==> src/rtl/esdi_cmd_sequencer.sv <==
// ESDI command sequencer: shifts a 16-bit command plus odd parity out over the
// req/ack handshake, optionally collects status words, and reports completion.
module esdi_cmd_sequencer #(
    parameter int unsigned DATA_SETUP  = 6,
    parameter int unsigned ACK_TO_NREQ = 6,
    parameter int unsigned BIT_TIMEOUT = 1_000_000
) (
    input  logic        csr_aclk,
    input  logic        csr_areset,
    input  logic        cmd_valid,
    output logic        cmd_ready,
    input  logic [15:0] cmd_word,
    input  logic [1:0]  cmd_nstat,
    output logic        stat_valid,
    output logic [15:0] stat_word,
    output logic        stat_perr,
    output logic        done,
    output logic [1:0]  err,
    output logic        attention,
    output logic        esdi_transfer_req,
    output logic        esdi_command_data,
    input  logic        esdi_transfer_ack,
    input  logic        esdi_confstat_data,
    input  logic        esdi_command_complete,
    input  logic        esdi_attention
);

    localparam int unsigned FRAME_W = 17;
    localparam int unsigned BITS_W  = 5;
    localparam int unsigned DLY_MAX = (DATA_SETUP > ACK_TO_NREQ) ? DATA_SETUP : ACK_TO_NREQ;
    localparam int unsigned CNT_MAX = (BIT_TIMEOUT > DLY_MAX) ? BIT_TIMEOUT : DLY_MAX;
    localparam int unsigned CNT_W   = $clog2(CNT_MAX + 1);

    typedef enum logic [3:0] {
        S_IDLE, S_SETUP, S_REQ, S_HOLD, S_NACK,
        S_SREQ, S_SHOLD, S_SNACK, S_WCC, S_FIN
    } state_e;

    state_e               state_q, state_d;
    logic [CNT_W-1:0]     cnt_q, cnt_d;
    logic [FRAME_W-1:0]   shift_q, shift_d;
    logic [FRAME_W-1:0]   stat_sh_q, stat_sh_d;
    logic [BITS_W-1:0]    bit_cnt_q, bit_cnt_d;
    logic [1:0]           words_q, words_d;
    logic [3:0]           sync1_q, sync1_d, sync2_q, sync2_d;
    logic                 req_q, req_d;
    logic                 data_q, data_d;
    logic                 cmd_ready_q, cmd_ready_d;
    logic                 stat_valid_q, stat_valid_d;
    logic [15:0]          stat_word_q, stat_word_d;
    logic                 stat_perr_q, stat_perr_d;
    logic                 done_q, done_d;
    logic [1:0]           err_q, err_d;
    logic                 ack_s, confstat_s, complete_s, timeout;

    assign ack_s      = sync2_q[0];
    assign confstat_s = sync2_q[1];
    assign complete_s = sync2_q[2];
    assign timeout    = (cnt_q == CNT_W'(BIT_TIMEOUT - 1));

    // Next-state, datapath and registered-output logic
    always_comb begin
        sync1_d      = {esdi_attention, esdi_command_complete, esdi_confstat_data, esdi_transfer_ack};
        sync2_d      = sync1_q;
        state_d      = state_q;
        shift_d      = shift_q;
        stat_sh_d    = stat_sh_q;
        bit_cnt_d    = bit_cnt_q;
        words_d      = words_q;
        stat_valid_d = 1'b0;
        stat_word_d  = stat_word_q;
        stat_perr_d  = stat_perr_q;
        done_d       = 1'b0;
        err_d        = err_q;

        case (state_q)
            S_IDLE: begin
                if (cmd_valid && cmd_ready_q) begin
                    shift_d   = {cmd_word, ~^cmd_word};
                    words_d   = cmd_nstat;
                    bit_cnt_d = '0;
                    state_d   = S_SETUP;
                end
            end
            S_SETUP: if (cnt_q == CNT_W'(DATA_SETUP - 1)) state_d = S_REQ;
            S_REQ: begin
                if (ack_s) state_d = S_HOLD;
                else if (timeout) begin
                    state_d = S_IDLE; done_d = 1'b1; err_d = 2'd1;
                end
            end
            S_HOLD: if (cnt_q == CNT_W'(ACK_TO_NREQ - 1)) state_d = S_NACK;
            S_NACK: begin
                if (!ack_s) begin
                    if (bit_cnt_q == BITS_W'(FRAME_W - 1)) begin
                        bit_cnt_d = '0;
                        state_d   = (words_q != 2'd0) ? S_SREQ : S_WCC;
                    end else begin
                        shift_d   = {shift_q[FRAME_W-2:0], 1'b0};
                        bit_cnt_d = bit_cnt_q + BITS_W'(1);
                        state_d   = S_SETUP;
                    end
                end else if (timeout) begin
                    state_d = S_IDLE; done_d = 1'b1; err_d = 2'd2;
                end
            end
            S_SREQ: begin
                if (ack_s) begin
                    stat_sh_d = {stat_sh_q[FRAME_W-2:0], confstat_s};
                    bit_cnt_d = bit_cnt_q + BITS_W'(1);
                    state_d   = S_SHOLD;
                end else if (timeout) begin
                    state_d = S_IDLE; done_d = 1'b1; err_d = 2'd1;
                end
            end
            S_SHOLD: if (cnt_q == CNT_W'(ACK_TO_NREQ - 1)) state_d = S_SNACK;
            S_SNACK: begin
                if (!ack_s) begin
                    if (bit_cnt_q == BITS_W'(FRAME_W)) begin
                        stat_valid_d = 1'b1;
                        stat_word_d  = stat_sh_q[FRAME_W-1:1];
                        stat_perr_d  = ~^stat_sh_q;
                        words_d      = words_q - 2'd1;
                        bit_cnt_d    = '0;
                        state_d      = (words_q != 2'd1) ? S_SREQ : S_WCC;
                    end else begin
                        state_d = S_SREQ;
                    end
                end else if (timeout) begin
                    state_d = S_IDLE; done_d = 1'b1; err_d = 2'd2;
                end
            end
            S_WCC: begin
                if (complete_s) state_d = S_FIN;
                else if (timeout) begin
                    state_d = S_IDLE; done_d = 1'b1; err_d = 2'd3;
                end
            end
            S_FIN: begin
                done_d  = 1'b1;
                err_d   = 2'd0;
                state_d = S_IDLE;
            end
            default: state_d = S_IDLE;
        endcase

        // One shared counter: cleared on every state entry, saturating otherwise
        if (state_d != state_q)            cnt_d = '0;
        else if (cnt_q == CNT_W'(CNT_MAX)) cnt_d = cnt_q;
        else                               cnt_d = cnt_q + CNT_W'(1);

        req_d = (state_d inside {S_REQ, S_HOLD, S_SREQ, S_SHOLD});

        if (state_d == S_IDLE)                      data_d = 1'b0;
        else if (state_d inside {S_SETUP, S_HOLD})  data_d = shift_d[FRAME_W-1];
        else                                        data_d = data_q;

        // Ready stays low during the done cycle so the next command lands after it
        cmd_ready_d = (state_d == S_IDLE) && !done_d;
    end

    always_ff @(posedge csr_aclk) begin
        if (csr_areset) begin
            state_q      <= S_IDLE;
            cnt_q        <= '0;
            shift_q      <= '0;
            stat_sh_q    <= '0;
            bit_cnt_q    <= '0;
            words_q      <= '0;
            sync1_q      <= '0;
            sync2_q      <= '0;
            req_q        <= 1'b0;
            data_q       <= 1'b0;
            cmd_ready_q  <= 1'b0;
            stat_valid_q <= 1'b0;
            stat_word_q  <= '0;
            stat_perr_q  <= 1'b0;
            done_q       <= 1'b0;
            err_q        <= '0;
        end else begin
            state_q      <= state_d;
            cnt_q        <= cnt_d;
            shift_q      <= shift_d;
            stat_sh_q    <= stat_sh_d;
            bit_cnt_q    <= bit_cnt_d;
            words_q      <= words_d;
            sync1_q      <= sync1_d;
            sync2_q      <= sync2_d;
            req_q        <= req_d;
            data_q       <= data_d;
            cmd_ready_q  <= cmd_ready_d;
            stat_valid_q <= stat_valid_d;
            stat_word_q  <= stat_word_d;
            stat_perr_q  <= stat_perr_d;
            done_q       <= done_d;
            err_q        <= err_d;
        end
    end

    assign cmd_ready         = cmd_ready_q;
    assign stat_valid        = stat_valid_q;
    assign stat_word         = stat_word_q;
    assign stat_perr         = stat_perr_q;
    assign done              = done_q;
    assign err               = err_q;
    assign attention         = sync2_q[3];
    assign esdi_transfer_req = req_q;
    assign esdi_command_data = data_q;

endmodule

==> config.mk <==
export PLATFORM = sky130hd
export DESIGN_NAME = esdi_cmd_sequencer
export DESIGN_NICKNAME = d
export VERILOG_FILES = /design/src/rtl/esdi_cmd_sequencer.sv
export SDC_FILE = /design/constraint.sdc
export NUM_CORES = 1
export LEC_CHECK = 0
export ABC_AREA = 1
export CAP_MARGIN = 20
export CORE_MARGIN = 4
export CORE_UTILIZATION = 45
export DETAILED_ROUTE_END_ITERATION = 10
export PLACE_DENSITY = 0.66
export SYNTH_ARGS = -nofsm -noshare
export SYNTH_HDL_FRONTEND = slang
export SYNTH_SLANG_ARGS = --single-unit
==> constraint.sdc <==
create_clock -name csr_aclk -period 2.1 [get_ports csr_aclk]
set_input_delay 0.315 -clock csr_aclk [delete_from_list [all_inputs] [get_ports csr_aclk]]
set_output_delay 0.315 -clock csr_aclk [all_outputs]
set_load 0.005 [all_outputs]
Word level (Yosys, flattened, before mapping)
Cells that the tools add are included.
{"block": "word_totals", "regBits": 97, "input_bits": 25, "out_inout_bits": 25, "elab_cells": 123}
{"block": "classes", "add_sub_neg": 3, "n_eq_ne": 33, "mux": 43, "n_bitwise": 2, "reduce_logical": 25}
{"operator": "4-bit two-way mux", "n": 14}
{"operator": "17-bit two-way mux", "n": 3}
{"operator": "20-bit equality test (second input constant)", "n": 2}
{"operator": "4-bit case mux with 9 select lines", "n": 1}
{"operator": "17-bit case mux with 2 select lines", "n": 1}
{"operator": "5-bit two-way mux", "n": 6}
{"operator": "4-bit by 3-bit equality test with 1-bit output (second input constant)", "n": 6}
{"operator": "20-bit by 1-bit adder with 20-bit output (second input constant)", "n": 1}
{"operator": "20-bit by 3-bit equality test with 1-bit output (second input constant)", "n": 1}
{"operator": "5-bit case mux with 4 select lines", "n": 1}
{"operator": "2-bit two-way mux", "n": 9}
{"operator": "2-bit inequality test (second input constant)", "n": 9}
{"operator": "17-bit XNOR reduction", "n": 1}
{"operator": "4-bit by 2-bit equality test with 1-bit output (second input constant)", "n": 4}
{"operator": "16-bit XNOR reduction", "n": 1}
{"operator": "4-bit nonzero test", "n": 3}
{"operator": "5-bit equality test (second input constant)", "n": 2}
{"operator": "4-bit by 1-bit equality test with 1-bit output (second input constant)", "n": 2}
{"operator": "4-bit equality test (second input constant)", "n": 2}
{"operator": "4-bit logical NOT", "n": 2}
{"operator": "2-bit by 1-bit inequality test with 1-bit output (second input constant)", "n": 4}
{"operator": "2-bit case mux with 4 select lines", "n": 1}
{"operator": "4-bit AND reduction", "n": 2}
{"operator": "2-bit nonzero test", "n": 4}
{"operator": "15 further kinds", "n": 24}

Longest topological paths before layout
Gate-level depths: netlist of the first run.
{"block": "depth", "word_depth": 7, "mapped_depth": 16}

Least setup slack after synthesis of the first run
Ideal clock, no wire load.
{"block": "synth_path", "path_type": "reg-to-reg", "from": "reg cnt_q[0]", "to": "reg cnt_q[15]", "setup_time_ps": 119, "arrival_time_ps": 1746, "path_slack_ps": 235, "stages_incl_launch_ff": 16, "synth_period_minus_slack_ps": 1865, "path_cell_list": "dfxtp_1 ha_1 nand3_1 nor2_1 nand3_2 nand2_1 nand2_1 nand2_2 nand2_1 nor2_2 nand2_2 nand2_1 nand2_1 nand2_2 buf_6 nor2_2"}
{"block": "synth_via", "elab_chain_len": 6, "word_cells_on_any_way": 16}
{"item": "start, declared", "line": "40", "rtl": "logic [CNT_W-1:0] cnt_q, cnt_d;"}
{"item": "start signal, assigned", "line": "182", "rtl": "cnt_q <= cnt_d;"}
{"item": "20-bit equality test", "line": "59", "rtl": "assign timeout = (cnt_q == CNT_W'(BIT_TIMEOUT - 1));"}
{"item": "4-bit two-way mux"}
{"item": "4-bit two-way mux (on tied branches)"}
{"item": "4-bit case mux with 9 select lines", "line": "76", "rtl": "case (state_q)"}
{"item": "4-bit inequality test", "line": "148", "rtl": "if (state_d != state_q) cnt_d = '0;"}
{"item": "2-bit OR reduction (no line)"}
Several ways; a longest one is shown, not always the timed one.
A chain may end at the register's enable or synchronous reset.

Final worst setup path of the first run
{"block": "layout_path", "from": "reg cnt_q[12]", "to": "reg cnt_q[10]"}
The elaborated chain is that of the path after synthesis.

==> impl_metrics.json, run 1 <==
{
  "status": "completed",
  "slew_violations": 0,
  "synth_compound_area_share_pct": 12.6,
  "path_buf_inv": 1,
  "drc": 0,
  "die_area_um2": 12600,
  "cts-root-buf": "clkbuf_8",
  "clk_path_buf_depth": 2,
  "diodes": 0,
  "crit_required_ns": 2.38,
  "final_core_util_pct": 57.0,
  "syn_nets": 701,
  "multi_input_area_um2": 2600,
  "ir_drop_mv": 0.608,
  "nets": 761,
  "hold-path-cell-count": 2,
  "synth_top_family_by_area": "simple AND/OR/NAND/NOR gates",
  "setup_slack_ns": 0.0844,
  "place_congestion": 0.905,
  "coreArea_um2": 10500,
  "end_kind": "register",
  "grt_start_max_net_pins": 35,
  "layout-drive-gt1-share_pct": 17.2,
  "drtIter0Drc": 201,
  "routedWlPerCell_um": 13.1,
  "initial_utilization_pct": 46.7,
  "row_count": 37,
  "seq_area_frac_synth_pct": 39.8,
  "hold_viol": 0,
  "die_w_um": 112,
  "wl_met2_mm": 5.36,
  "synthSimpleGateAreaFrac_pct": 28.3,
  "crit_arrival_ns": 2.29,
  "vias": 4373,
  "hold_start": "sync1_q[0]$_SDFF_PP0_",
  "timing.fmax_mhz": 496,
  "p_leak_nw": 2.43,
  "seqCellArea_um2": 1950,
  "synth_xor_area_share_pct": 8.25,
  "start_kind": "register",
  "grt_pass1_vias": 4083,
  "ys_ff_latch": 97,
  "synth_area_um2": 4880,
  "finalSetupViolCount": 0,
  "cts_setup_buffers": 0,
  "drt-pass1-iter-count": 6,
  "synthAdderAreaFrac_pct": 2.05,
  "cts_tree": "done",
  "crit_chain": "nor2_1 -> nand2_1 -> nor2_4 -> nand3_4 -> nand2_1 -> nor2_1 -> nor2_1 -> nand3_2 -> nand3_2 -> nor2_4 -> nand2_2 -> buf_12 -> nor2_2",
  "htree_levels": 3,
  "relSlewSlack_pct": 70.4,
  "worstSetupPathType": "register to register",
  "antenna_found_initial": 0,
  "holdPathEnd": "sync2_q[0]$_SDFF_PP0_",
  "n_fill_cell": 984,
  "wl_mm": 11.4,
  "final_cell_area_um2": 5970,
  "syn_inst": 668,
  "drv_cap": 0,
  "fin_crit_sh_pct": 96.0,
  "ant_nets": 0,
  "grt_use_total_pct": 18.1,
  "crit-reg2reg-launch": "cnt_q[12]$_SDFFE_PP0P_",
  "clk_latency_ns": 0.38,
  "dpl_cell_area_um2": 5630,
  "synth_area_leaders": "dfxtp_1, nand2_1, inv_1, a21oi_1, o21ai_0",
  "reg2reg_depth": 13,
  "hp-class": "register to register",
  "reg2reg_setup_slack_ns": 0.08,
  "top_layer": "met4",
  "io_pins": 50,
  "yosys.area.top_type": "dfxtp_1",
  "synth.area.mux_share_pct": 0,
  "portBuffers": 49,
  "overflow": 0,
  "die_h_um": 112,
  "wl_met3_um": 615,
  "crit_fanout": 11,
  "grt_pass1_wl_mm": 18.9,
  "cpPeakStageDelay_ns": 0.35,
  "synth_top_area_share_pct": 39.8,
  "cts_num_sinks": 97,
  "syn_to_final_growth_pct": 22.2,
  "viasPerCell": 5.03,
  "cp_common_cell": "nor2_1",
  "whs_ns": 0.408,
  "postSynthAreaPerCell_um2": 7.31,
  "dp_hpwl_mm": 8.53,
  "wl_met1_mm": 5.23,
  "min_period_ns": 2.02,
  "yosysWarnings": 0,
  "pre_cts_ws_ns": 0.0294,
  "worstMarginPinSlew_ns": 0.444,
  "powerDensity_nw_per_um2": 631,
  "clk_pin_slew_ns": 0.09,
  "crit_slowest_cell": "dfxtp_1",
  "worstReg2RegEnd": "cnt_q[10]$_SDFFE_PP0P_",
  "cts_inserted_buffers": 9,
  "crit_family": "simple AND/OR/NAND/NOR gates",
  "synth_cell_type_count": 34,
  "skew_ns": 0.0139
}
[logic make-up (layout without fill, tap and decap cells)]
family,count (synthesis),count (layout)
AND/OR/NAND/NOR,293,293
AO/OA/AOI/OAI,115,115
buffers and inverters,109,174
flip-flops,97,97
XOR/XNOR,46,46
adder cells (fa/ha/maj),8,8
[power breakdown]
part	switching (W)	internal (W)	total [W]
registers	0.0000335	0.00189	0.00192
clock network	0.000688	0.000690	0.00138
logic	0.000261	0.000203	0.000464
[state kept, by name, summed over array words and instances (netlist names), 2 cells and up]
name,flops
stat_word,16
shift_q,17
sync2_q,4
stat_sh_q,17
bit_cnt_q,5
words_q,2
state_q,4
cnt_q,20
sync1_q,4
err,2
[worst max path at each step]
stage          slack, ns  cells past startpoint              startpoint                     end
2_1_floorplan       0.24                     15   cnt_q[0]$_SDFFE_PP0P_  cnt_q[15]$_SDFFE_PP0P_
3_3_place_gp        0.07                     15   cnt_q[1]$_SDFFE_PP0P_   cnt_q[7]$_SDFFE_PP0P_
3_5_place_dp        0.03                     15   cnt_q[1]$_SDFFE_PP0P_   cnt_q[7]$_SDFFE_PP0P_
4_1_cts             0.03                     14  cnt_q[10]$_SDFFE_PP0P_  cnt_q[10]$_SDFFE_PP0P_
5_1_grt            -0.06                     13  cnt_q[10]$_SDFFE_PP0P_  cnt_q[10]$_SDFFE_PP0P_
6_report            0.08                     13  cnt_q[12]$_SDFFE_PP0P_  cnt_q[10]$_SDFFE_PP0P_
[worst min-delay path, delay by kind of cell (launching register included)]
family / cells / cell delay (ns)
flops: 1 / 0.31
simple gates: 1 / 0.03
buf+inv: 1 / 0.04
[cells in the final DEF, fill, tap and decap left out, types with 17 or more instances in the layout]
master and instances:
a21oi_1 47, a31oi_1 17, buf_4 19, clkdlybuf4s50_1 49
dfxtp_1 89, inv_1 76, nand2_1 140, nand3_1 30
nor2_1 29, nor2_2 33, o21ai_0 43, xnor2_1 21
xor2_1 25
[stage by stage]
step	setup TNS (ns)	instances	total power [W]
floorplan	0	668	0.00226
global placement	0	853	0.00241
detailed placement	0	853	0.00242
CTS	0	869	0.00380
global route	-0.839	869	0.00393
finish	0	869	0.00376
[synthesized netlist by cell type (all sizes together)]
master    n
buf       8
a21oi    48
nor3     17
nand2   150
a31oi    17
or2       2
inv      87
nand3    37
nand4    11
xor2     25
nor4      1
ha        8
a211oi    1
a21o      1
dfxtp    97
clkbuf   14
a22oi     1
o21ai    45
nor2     73
xnor2    21
nor3b     2
o31ai     1
o21a      1
[what timing repair did]
item / 4_1_cts / 5_1_grt
pin swaps: 0 / 4
endpoints found under the setup margin: 1 / 27
resized for setup: 1 / 38
hold buffers: 0 / 0
[layer usage]
layer	up-vias	track usage (%)
li1	2259	-
met1	1997	24.0
met2	102	28.6
met3	15	5.34
met4	0	5.69
met5	-	0
[final cells by class]
type | count | area share [%]
clock buffers | 10 | 2.14
clock inverters | 6 | 1.64
inverters | 87 | 5.47
multi-input cells | 462 | 43.5
flip-flops and latches | 97 | 32.8
well taps | 136 | 2.85
repair buffers | 71 | 11.6
No activity file was read; power rests on OpenSTA's default activity.
==> run 2, diff against run 1 <==
ABC_AREA = 0   (was 1)
==> run 2 against run 1 <==
Against the previous run: the flow now finishes with violations (negative setup slack); clock power is 15% lower; count of clock-buffer cells in the layout down 1; sequential power about the same; critical path type unchanged; critical endpoint is now cnt_q[1]$_SDFFE_PP0P_; largest cell class unchanged.
==> impl_metrics.json, run 2 <==
{
  "ctsHoldBuffers": 0,
  "routedWlPerCell_um": 15.9,
  "crit_required_ns": 2.39,
  "dp_hpwl_mm": 8.63,
  "nets": 719,
  "timing.fmax_mhz": 416,
  "cts-root-buf": "clkbuf_8",
  "worstSetupPathType": "register to register",
  "htree_levels": 3,
  "final_core_util_pct": 67.8,
  "place_congestion": 0.923,
  "largest_reg_flops": 20,
  "coreArea_um2": 10500,
  "dp.cells": 778,
  "syn_to_final_growth_pct": 44.7,
  "die_w_um": 113,
  "multi_input_area_um2": 3140,
  "synth_top_area_share_pct": 39.4,
  "crit_chain": "or4b_4 -> a211oi_2 -> nor4_4 -> buf_4 -> o21ai_4 -> a211o_1 -> nand4b_1 -> buf_6 -> clkbuf_16 -> nor3_2",
  "start_kind": "register",
  "clk_latency_ns": 0.36,
  "finalSetupViolCount": 26,
  "synth_area_um2": 4920,
  "crit_arrival_ns": 2.69,
  "hold_viol": 0,
  "final_cells": 827,
  "vias": 4503,
  "ys_ff_latch": 97,
  "mostFrequentLayoutCells": "buf_4, dfxtp_1, nor2_1",
  "overflow": 0,
  "die_h_um": 113,
  "syn_nets": 568,
  "hold-path-cell-count": 1,
  "portBuffers": 49,
  "end_kind": "register",
  "cts_inserted_buffers": 9,
  "cts_num_sinks": 97,
  "postSynthAreaPerCell_um2": 9.21,
  "crit_slowest_cell": "or4b_4",
  "drv_cap": 0,
  "top_register": "cnt_q",
  "synth_compound_area_share_pct": 11.4,
  "synth_cell_type_count": 59,
  "yosysWarnings": 0,
  "skew_ns": 0.0125,
  "antenna_found_initial": 0,
  "seqCellArea_um2": 1970,
  "layout-drive-gt1-share_pct": 33.3,
  "grt_setup_unrepaired": "yes",
  "final_common_cell": "buf_4",
  "initial_utilization_pct": 46.9,
  "cpPeakStageDelay_ns": 0.60,
  "synth_top_family_by_area": "simple AND/OR/NAND/NOR gates",
  "drc": 0,
  "yosysMostFrequentCell": "dfxtp_1",
  "synth_area_leaders": "dfxtp_1, mux2i_1, xnor2_1, nor2_1, nor3_2",
  "largestRegisters": "cnt_q x20, shift_q x17, stat_sh_q x17",
  "setup_slack_ns": -0.301,
  "grt_start_max_net_pins": 39,
  "ir_drop_mv": 0.465,
  "die_area_um2": 12700,
  "whs_ns": 0.450,
  "clk_path_buf_depth": 2,
  "slew_violations": 0,
  "grt_pass1_vias": 4434,
  "violations": "negative setup slack",
  "worstMarginPinSlew_ns": 0.717,
  "synth_xor_area_share_pct": 9.93,
  "crit_family": "simple AND/OR/NAND/NOR gates",
  "io_pins": 50,
  "synthAdderAreaFrac_pct": 2.03,
  "ant_nets": 0,
  "grt_use_total_pct": 19.8,
  "path_buf_inv": 3,
  "p_leak_nw": 2.72,
  "wl_mm": 13.2,
  "min_period_ns": 2.40,
  "synth_commonest_cells": "dfxtp_1, nor2_1, mux2i_1, xnor2_1, nand2_1",
  "cts_tree": "done",
  "fin_crit_sh_pct": 114,
  "yosys.area.top_type": "dfxtp_1",
  "hp-class": "register to register",
  "seq_area_frac_synth_pct": 39.4,
  "drt-pass1-iter-count": 5,
  "pre_cts_ws_ns": -0.368,
  "n_fill_cell": 831,
  "powerDensity_nw_per_um2": 537,
  "cp_num_cells": 10,
  "async_reset_ff_share_pct": 0,
  "crit_fanout": 5,
  "synth_flop_cell": "dfxtp_1",
  "reg2reg_depth": 10,
  "relSlewSlack_pct": 52.2,
  "viasPerCell": 5.44,
  "clk_pin_slew_ns": 0.10,
  "grt_pass1_wl_mm": 21.0,
  "syn_inst": 535,
  "diodes": 0,
  "drtIter0Drc": 397,
  "status": "finished with violations",
  "synth.area.mux_share_pct": 7.75,
  "synthSimpleGateAreaFrac_pct": 25.1,
  "synth_edf_count": 0,
  "row_count": 37
}
-- run 2: cell types whose count changed in the layout (fill, tap and decap cells not counted), sizes merged, moves of 23 or more --
cell	delta
nand3	-23
a21oi	-33
o21ai	-38
buf	+103
mux2i	+37
inv	-75
nand2	-126
-- run 2: report_power, final --
group / total [W] / switching [W] / internal [W]
clock network: 0.00117 / 0.000714 / 0.000453
logic: 0.000736 / 0.000339 / 0.000397
registers: 0.00192 / 0.0000405 / 0.00188
total: 0.00383 / 0.00109 / 0.00273
-- run 2: timing repair --
item | CTS | global route
setup buffers | 19 | 10
gates resized for setup | 49 | 54
pin swaps | 16 | 17
cloned | 2 | 2
endpoints found under the setup margin | 26 | 66
-- run 2: layout make-up --
type,count,area share [%]
Clock buffer,9,1.74
Clock inverter,7,0.825
Inverter,11,0.650
Multi-Input combinational cell,393,44.0
Sequential cell,97,27.7
Tap cell,136,2.39
Timing Repair Buffer,174,22.7
-- run 2: metal layers --
layer	routed length (µm)	share of wire (%)	vias to the layer above	track usage (%)
li1	-	-	2211	-
met3	532	4.0	16	3.72
met4	195	1.5	0	6.01
met2	6820	52	109	35.2
met1	5640	43	2167	24.2
met5	0	0	-	0
-- run 2: cell families (layout without fill, tap and decap cells) --
| group | Yosys count | in the layout |
|---|---|---|
| AND/OR/NAND/NOR | 218 | 218 |
| flip-flops | 97 | 97 |
| AO/OA/AOI/OAI | 74 | 74 |
| XOR/XNOR | 55 | 55 |
| buffers and inverters | 45 | 201 |
| multiplexers | 38 | 38 |
| adder cells (fa/ha/maj) | 8 | 8 |
-- run 2: worst paths after layout --
path / start / end / slack [ns]
hold reg to reg: sync1_q[1]$_SDFF_PP0_ / sync2_q[1]$_SDFF_PP0_ / 0.45
setup reg to reg: state_q[0]$_SDFF_PP0_ / cnt_q[1]$_SDFFE_PP0P_ / -0.30
setup / recovery: state_q[0]$_SDFF_PP0_ / cnt_q[1]$_SDFFE_PP0P_ / -0.30
hold / removal: sync1_q[1]$_SDFF_PP0_ / sync2_q[1]$_SDFF_PP0_ / 0.45
-- run 2: stage by stage --
stage               power [W]  instance area (µm²)  setup TNS [ns]
floorplan             0.00227                 4960               0
global placement      0.00246                 6190           -7.17
detailed placement    0.00247                 6190           -7.81
CTS                   0.00378                 6770           -3.88
global route          0.00399                 7120           -9.97
finish                0.00383                 7120           -6.37
==> edit, RTL diff (settings of run 2) <==
Register the input `esdi_confstat_data` before use, with the module's reset. The logic sees it one clock later. The other inputs are not delayed to match.
--- a/src/rtl/esdi_cmd_sequencer.sv
+++ b/src/rtl/esdi_cmd_sequencer.sv
@@ -36,6 +36,16 @@
         S_SREQ, S_SHOLD, S_SNACK, S_WCC, S_FIN
     } state_e;
 
+    logic esdi_confstat_data_q;
+
+    always_ff @(posedge csr_aclk) begin
+        if (csr_areset) begin
+            esdi_confstat_data_q <= '0;
+        end else begin
+            esdi_confstat_data_q <= esdi_confstat_data;
+        end
+    end
+
     state_e               state_q, state_d;
     logic [CNT_W-1:0]     cnt_q, cnt_d;
     logic [FRAME_W-1:0]   shift_q, shift_d;
@@ -60,7 +70,7 @@
 
     // Next-state, datapath and registered-output logic
     always_comb begin
-        sync1_d      = {esdi_attention, esdi_command_complete, esdi_confstat_data, esdi_transfer_ack};
+        sync1_d      = {esdi_attention, esdi_command_complete, esdi_confstat_data_q, esdi_transfer_ack};
         sync2_d      = sync1_q;
         state_d      = state_q;
         shift_d      = shift_q;
Check against the original RTL: same outputs for any inputs over 10 cycles, from zero or initial values and one cycle with csr_areset high; that may be too few to reach the edited logic, so the function may still have changed.
==> edit against run 2 <==
Setup slack got worse by 0.46 ns; sequential cell count grew 1; largest power group unchanged; final area shrank 7.8%; routed wire length is 9.8% lower; synthesized cell count increased by 2.2%; the flow still finishes with violations (setup timing); sequential share of layout area increased by 2.3 points; critical endpoint unchanged; total power fell by 3.7%; synthesized area decreased by 0.38%.
==> edit: results (changes against run 2) <==
- The synthesized-area fraction occupied by ao, oa, aoi and oai cells came to 0.186 (+0.0721).
- The number of cells on the worst reg-to-reg path is 6 (-4).
- The wire length per cell was 14.7 um (-7.9%).
- The insertion delay of the later-clocked pin in the worst-skew pair was 0.38 ns (+0.02 ns).
- The fraction of layout cells with a size suffix above 1 came to 0.252 (-0.0806).
* Routed met3 length: 423 um (-20%)
- Multiplexer fraction of the synthesized cell area: 0.0390 (-0.0385)
* Startpoint of the tightest hold check path: csr_areset
- Most numerous cell types in the synthesized netlist: 98 x sky130_fd_sc_hd__dfxtp_1, 61 x sky130_fd_sc_hd__nor2_1, 50 x sky130_fd_sc_hd__nand2_1
- Worst IR Drop VDD: 0.000413 V (-11%)
* Final weighted congestion of routability-driven global placement: 0.885 (-4.1%)
- Failing checks: setup timing
* Routed length on met1: 5.57 mm (-1.2%)
- Instance area at placement: 6130 um2 (-0.95%)
- Max stage delay cell, worst path: sky130_fd_sc_hd__or4_4
* Launch point of the worst reg-to-reg path: cnt_q[8]$_SDFFE_PP0P_
- The number of optimization iterations in the first detailed-route pass was 7 (+2).
* Count of vias placed by the detailed router: 4373 (-2.9%)
- The routing usage on met3 came to 0.0377 (+0.000539).
* Number of library cell types mapped by synthesis: 62 (+5.1%)
* Status: finished, violations left
- Final Setup Violations: 30 (+15%)
- Aggregate global-route resource usage: 0.190 (-0.00845)
- Worst setup margin: -0.762 ns (-0.461 ns)
- The global-route track usage on met2 came to 0.317 (-0.0349).
* Detailed placer's ending HPWL: 8.26 mm (-4.3%)
* First-pass GRT wire length: 20.1 mm (-4.2%)
- Hold EP: state_q[0]$_SDFF_PP0_
* Adder-Cell Fraction of Synth Area: 0.0204 (+0.0000778)
-- edit: changes by cell type after synthesis, moves of 13 or more --
cell and delta:
sky130_fd_sc_hd__nand2_1 +27, sky130_fd_sc_hd__nor3_2 -22, sky130_fd_sc_hd__a211oi_2 +20, sky130_fd_sc_hd__mux2i_1 -19, sky130_fd_sc_hd__or3_1 -19, sky130_fd_sc_hd__nor2_1 -13
-- edit: cell families after synthesis --
| logic type | after synthesis |
|---|---|
| mux | 19 |
| xor+xnor | 53 |
| simple gates | 211 |
| fa+ha+maj | 8 |
| flops | 98 |
| buf+inv | 47 |
| compound gates | 111 |
-- edit: worst max-delay path by stage --
stage | from | to | slack, ns | cells after the start
final | cnt_q[8]$_SDFFE_PP0P_ | cnt_q[1]$_SDFFE_PP0P_ | -0.76 | 6
after global routing | cnt_q[8]$_SDFFE_PP0P_ | cnt_q[12]$_SDFFE_PP0P_ | -0.84 | 6
after CTS | cnt_q[8]$_SDFFE_PP0P_ | cnt_q[14]$_SDFFE_PP0P_ | -0.75 | 6
after detailed placement | cnt_q[8]$_SDFFE_PP0P_ | cnt_q[10]$_SDFFE_PP0P_ | -0.80 | 6
after global placement | cnt_q[8]$_SDFFE_PP0P_ | cnt_q[12]$_SDFFE_PP0P_ | -0.71 | 6
after floorplan | cnt_q[8]$_SDFFE_PP0P_ | cnt_q[10]$_SDFFE_PP0P_ | -0.68 | 7
-- edit: per-stage QoR --
stage	setup TNS [ns]	power, W	instances	hold WS (ns)	worst slack, ns
final	-18.42	0.00369	810	0.348	-0.762
after CTS	-17.39	0.00369	807	0.329	-0.752
after floorplan	-15.89	0.00226	547	0.414	-0.685
after detailed placement	-18.91	0.00243	787	0.423	-0.799
after global placement	-17.16	0.00242	787	0.418	-0.708
after global routing	-20.50	0.00386	810	0.338	-0.840
-- edit: area by class of cell --
cell class / instances / area, um2
clock buffer: 9 / 124
fill: 905 / 3890
sequential: 98 / 1970
multi-input combinational: 404 / 2950
tap: 136 / 170
timing repair buffer: 144 / 1240
inverter: 12 / 45.0
clock inverter: 7 / 76.3
-- edit: worst reg2reg max path: cells and delay by family, from the launching register on --
kind               cells  cell delay, ns
AOI/OAI and AO/OA      2            0.67
DFF                    1            0.33
and+or+nand+nor        4            1.80
-- edit: power by group through the flow --
| stage | combinational, W | sequential [W] | clock (W) |
|---|---|---|---|
| global route | 0.000559 | 0.00193 | 0.00137 |
| CTS | 0.000493 | 0.00192 | 0.00128 |
| finish | 0.000518 | 0.00193 | 0.00124 |
| floorplan | 0.000292 | 0.00196 | 0 |
| detailed placement | 0.000467 | 0.00197 | 0 |
| global placement | 0.000459 | 0.00196 | 0 |
-- edit: what timing repair did --
item,4_1_cts,5_1_grt
gates resized for setup,15,28
cloned,2,1
setup endpoints to repair,30,52
pin swaps,15,10
buffers inserted,2,3
